===== config.mk =====
export PLATFORM = sky130hd
export DESIGN_NAME = sc_metadata_table
export DESIGN_NICKNAME = d
export VERILOG_FILES = /design/src/rtl/sc_metadata_table.sv
export SDC_FILE = /design/constraint.sdc
export NUM_CORES = 2
export LEC_CHECK = 0
export BUFFER_PORTS_ARGS = -buffer_cell sky130_fd_sc_hd__buf_2
export CORE_ASPECT_RATIO = 0.6
export CORE_UTILIZATION = 35
export CTS_CLUSTER_SIZE = 10
export DETAILED_ROUTE_END_ITERATION = 10
export HOLD_SLACK_MARGIN = 0.05
export PLACE_DENSITY = 0.6
export SYNTH_ARGS = -nofsm -noshare
export SYNTH_HDL_FRONTEND = slang
export SYNTH_SLANG_ARGS = --single-unit

===== constraint.sdc =====
create_clock -name clk -period 3.6 [get_ports clk]
set_input_delay 0.72 -clock clk [delete_from_list [all_inputs] [get_ports clk]]
set_output_delay 0.72 -clock clk [all_outputs]
set_load 0.02 [all_outputs]

===== src/rtl/sc_metadata_table.sv =====
// sc_metadata_table: per-lane note timestamp FIFOs presenting each lane's oldest entry to the note matcher
module sc_metadata_table #(
  parameter int LANES = 37,
  parameter int TW    = 16,
  parameter int DEPTH = 4,
  parameter int LW    = 6
) (
  input  logic                clk,
  input  logic                reset,
  input  logic                flush,
  input  logic                wr_en,
  input  logic [LW-1:0]       wr_lane,
  input  logic [TW-1:0]       wr_time,
  input  logic [LANES-1:0]    metadata_request,
  output logic [LANES-1:0]    metadata_available,
  output logic [LANES*TW-1:0] metadata_link,
  output logic                wr_ready,
  output logic                overflow,
  output logic                order_err
);
  localparam int PW = $clog2(DEPTH);
  localparam int CW = $clog2(DEPTH + 1);
  localparam logic [CW-1:0] FULL = CW'(DEPTH);
  logic [TW-1:0] mem_q [LANES][DEPTH];
  logic [TW-1:0] mem_d [LANES][DEPTH];
  logic [PW-1:0] rd_q [LANES];
  logic [PW-1:0] rd_d [LANES];
  logic [PW-1:0] wr_q [LANES];
  logic [PW-1:0] wr_d [LANES];
  logic [CW-1:0] cnt_q [LANES];
  logic [CW-1:0] cnt_d [LANES];
  logic [CW-1:0] post [LANES];
  logic [TW-1:0] last_q [LANES];
  logic [TW-1:0] last_d [LANES];
  logic [LANES-1:0] pop, hit, bad, acc;
  logic ovf_q, ovf_d, oerr_q, oerr_d;
  // full and ordering checks use the occupancy left after this cycle's pop
  always_comb begin
    mem_d    = mem_q;
    rd_d     = rd_q;
    wr_d     = wr_q;
    cnt_d    = cnt_q;
    last_d   = last_q;
    ovf_d    = ovf_q;
    oerr_d   = oerr_q;
    wr_ready = 1'b0;
    pop      = '0;
    hit      = '0;
    bad      = '0;
    acc      = '0;
    post     = cnt_q;
    for (int i = 0; i < LANES; i++) begin
      pop[i]    = metadata_request[i] && cnt_q[i] != '0;
      post[i]   = cnt_q[i] - CW'(pop[i]);
      hit[i]    = wr_en && wr_lane == LW'(i);
      bad[i]    = post[i] != '0 && wr_time < last_q[i];
      acc[i]    = hit[i] && post[i] != FULL && !bad[i];
      wr_ready  = wr_ready | (wr_lane == LW'(i) && cnt_q[i] != FULL);
      ovf_d     = ovf_d | (hit[i] && post[i] == FULL);
      oerr_d    = oerr_d | (hit[i] && post[i] != FULL && bad[i]);
      rd_d[i]   = rd_q[i] + PW'(pop[i]);
      cnt_d[i]  = post[i] + CW'(acc[i]);
      wr_d[i]   = acc[i] ? wr_q[i] + 1'b1 : wr_q[i];
      last_d[i] = acc[i] ? wr_time : last_q[i];
      if (acc[i]) mem_d[i][wr_q[i]] = wr_time;
    end
  end
  always_ff @(posedge clk) begin
    if (reset || flush) begin
      for (int i = 0; i < LANES; i++) begin
        rd_q[i]   <= '0;
        wr_q[i]   <= '0;
        cnt_q[i]  <= '0;
        last_q[i] <= '0;
      end
      ovf_q  <= 1'b0;
      oerr_q <= 1'b0;
    end else begin
      rd_q   <= rd_d;
      wr_q   <= wr_d;
      cnt_q  <= cnt_d;
      last_q <= last_d;
      ovf_q  <= ovf_d;
      oerr_q <= oerr_d;
    end
  end
  // storage needs no reset: heads of empty lanes are masked to zero
  always_ff @(posedge clk) mem_q <= mem_d;
  always_comb begin
    metadata_available = '0;
    metadata_link      = '0;
    for (int i = 0; i < LANES; i++) begin
      metadata_available[i]   = cnt_q[i] != '0;
      metadata_link[TW*i +: TW] = cnt_q[i] != '0 ? mem_q[i][rd_q[i]] : '0;
    end
  end
  assign overflow  = ovf_q;
  assign order_err = oerr_q;
endmodule


==> key figures <==
Clock network
  – CTS tree: done
  – CTS buffer count: around 370
  – CTS clock-pin slew for the worst setup and hold paths: 60 ps
  – CTS H-tree lvls: 5
  – Max Root-Sink Buffers: 4
  – Clk_lat worst skew: 960 ps
  – Root buf cell: clkbuf_16
  – # clock sinks: 3221

Logic synthesis
  – Area share of the largest cell type after synthesis: 50.56%
  – Syn Area/Cell: 14.38 um^2
  – Post-Syn Area: approximately 140000 um^2
  – Synth Instances: 9780
  – Top post-synthesis cells by area: edfxtp_1, dfxtp_1, mux4_2, ha_1, mux2i_1
  – Number of synthesized flops with an enable pin: approximately 2400
  – Biggest area consumer among synthesized cells: edfxtp_1
  – Sequential share of the synthesized area: 62.71%
  – Synth cell count leaders: edfxtp_1, ha_1, dfxtp_1
  – Syn Nets: 10730
  – Main synth FF type: edfxtp_1
  – Synth unique cells: 91
  – Count leader, synth: edfxtp_1
  – FF+latch count, synth: around 3200
  – Yosys Warn Count: 0
  – Async set-reset flop share out of synthesis: 0%

Die
  – Starting Density: a little over a third
  – Die boundary height: 493 um
  – Cell Rows: 179
  – DIE WIDTH: 820.3 um
  – Die area: 404400 um^2
  – CORE AREA: 398200 um^2
  – I/O Pins: between 600 and 700

GRT
  – Global route overflow: 0
  – Initial antenna violation count: 57
  – Gr usage total: ~19%
  – Vias in the first global route: 85150
  – First-pass GRT wire length: 582.2 mm
  – Largest net degree at the start of global routing: 91

Routing
  – 1st-iter DRT viols: 7500
  – DR vias: 85800
  – WL/cell: 24.09 um
  – Final wirelength: roughly 400 mm
  – Final ANT Viol Nets: 0
  – Via density: 5.113
  – Drt drc: 0
  – Drt pass-1 iters: 5

Timing
  – Pins Over Slew Limit: 0
  – Setup WS post-layout: -125.4 ps
  – Max Clock Freq: 0.2684 GHz
  – Worst Max-Slew Pin Slew: 1229 ps
  – Tmin final: ~3700 ps
  – Fin crit share: 103.5%
  – Final setup fails: 2
  – RSZ-0062 raised after global routing: yes
  – Final Hold Fails: 0
  – Slew headroom: 18.04%
  – Worst clock skew: around 80 ps

Finish
  – Layout cells sized above 1: a little under a quarter
  – Non-Filler Instances: 16780
  – Area grow syn2layout: 20.31%
  – Multi-input logic area: 47940 um^2
  – Final #Nets: between 10000 and 15000
  – Final Core Density: 42.49%
  – Sequential cell area: 88200 um^2
  – Fill cells: 35850

Critical path
  – Crit Path Max Fanout: 8
  – Worst endpoint data arrival time: 3010 ps
  – Worst Path Required: 2880 ps
  – CP endpoint kind: output pin
  – CP Class: in -> out
  – CP startpoint kind: input pin

Power and ir drop
  – Seq pwr share: 51.7%
  – Leakage: 60.53 nW
  – Clock share of power: 44.4%
  – Switching share of power: around 22%
  – VDD IR max: between 0.4 and 0.5 mV
  – Sw Pwr: about 17 mW
  – Gate power share: 3.9%
  – Final Power: 77.05 mW
  – Pwr per Cell Area: about 460 nW/um^2
  – Pint: roughly 60 mW

Placed design
  – DP Cell Count: 16180
  – Hpwl dp: 281.7 mm
  – Routability cong.: 0.9346
  – Input/output buffers: between 600 and 700

Run status
  – Failing checks: negative setup slack
  – Status: complete, but fails checks

Worst hold path
  – HP Class: in -> reg

Run
  – Max Cap Viol: 0
-- per-layer routing --
layer / track usage (%) / wire length [um] / up-vias
met5: 0 / 9 / -
met4: 4.089 / 8038 / 2
met3: 3.908 / 33970 / 492
met2: 28.26 / 171600 / 3111
met1: 29.96 / 190700 / 43830
li1: - / - / 38370
-- sequential cells by signal, summed over array words and instances (netlist names) --
register,cells
overflow,1
mem_q,2368
last_q,592
rd_q,74
cnt_q,111
order_err,1
wr_q,74
-- cells by family after synthesis --
group	after synthesis	share of synthesized area (%)
DFF	3221	62.71
and+or+nand+nor	2390	8.680
buffers and inverters	1305	3.619
muxes	1061	12.82
adders and majority gates	888	7.901
AOI/OAI and AO/OA	767	3.352
xor gates and xnor gates	148	0.9217
-- path summary, 6_finish.rpt --
path	startpoint	endpoint	slack, ps	depth (start not counted)
min	wr_time[6]	last_q[198]$_SDFFE_PP0P_	170	3
max reg2reg	cnt_q[21]$_SDFF_PP0_	order_err$_SDFF_PP0_	-20	15
max	wr_lane[4]	wr_ready	-130	11
min reg2reg	last_q[482]$_SDFFE_PP0P_	last_q[482]$_SDFFE_PP0P_	450	2
-- layout by cell type, fill, tap and decap left out, types with 14 or more instances in the layout --
master	n
xor2_1	37
and3_1	32
nor2b_2	21
dfxtp_2	14
nor2b_1	640
clkbuf_16	373
dfxtp_1	839
o21ai_0	110
a21o_1	54
nand4_1	47
nand2_1	348
or4_1	14
inv_2	15
o211ai_1	22
nor3_1	53
a31oi_1	39
clkbuf_1	179
nand2b_1	27
ha_1	888
mux2i_1	468
o21ai_1	33
diode_2	17
nand3_1	77
nor3_2	33
inv_1	834
buf_12	219
buf_2	675
and4_1	16
xnor2_1	111
a21oi_1	320
edfxtp_1	2368
mux4_2	592
and2_1	256
nor2_1	742
buf_4	603
a211oi_1	31
a2111oi_0	19
buf_8	16
nor3b_1	15
-- power by group through the flow --
stage	registers [mW]	clock network [mW]	logic (mW)
floorplan	40.6	0	1.08
global placement	40.6	0	2.91
detailed placement	40.6	0	3.00
CTS	39.8	35.0	3.02
global route	39.8	36.4	3.26
finish	39.8	34.2	3.01
-- stage by stage --
step	instance area [um^2]	TNS [ps]	hold WS, ps	setup WS (ps)
final	169200	-148.7	171.7	-125.4
after global placement	158300	-271150	438.0	-658.4
after detailed placement	158300	-301010	446.3	-473.7
after global routing	169200	-207.3	109.0	-207.3
after CTS	169000	-195.6	73.27	-195.6
after floorplan	140600	0	431.9	23.07
-- final cells by class --
type / instances / share of cell area, %
flip-flops and latches: 3221 / 52.13
diodes: 17 / 0.02514
inverters: 849 / 1.884
clock inverters: 25 / 0.2744
well taps: 5339 / 3.948
multi-input cells: 5254 / 28.34
clock buffers: 559 / 5.971
repair buffers: 1517 / 7.428
-- critical path, cell delays in order --
cell	delay, ps
buf_2	260
buf_4	260
nand2b_1	260
buf_4	300
a31oi_1	360
a21oi_1	80
o22ai_1	280
nor3_4	90
nand3_2	100
buf_6	130
buf_4	140
-- what timing repair did --
action / CTS / global route
pin swaps: 8 / 5
hold buffers: 0 / 0
resized for setup: 38 / 44
buffers inserted: 3 / 0
endpoints found under the hold margin: 0 / 0
endpoints found under the setup margin: 329 / 294
Power figures use the tool's default switching activity.
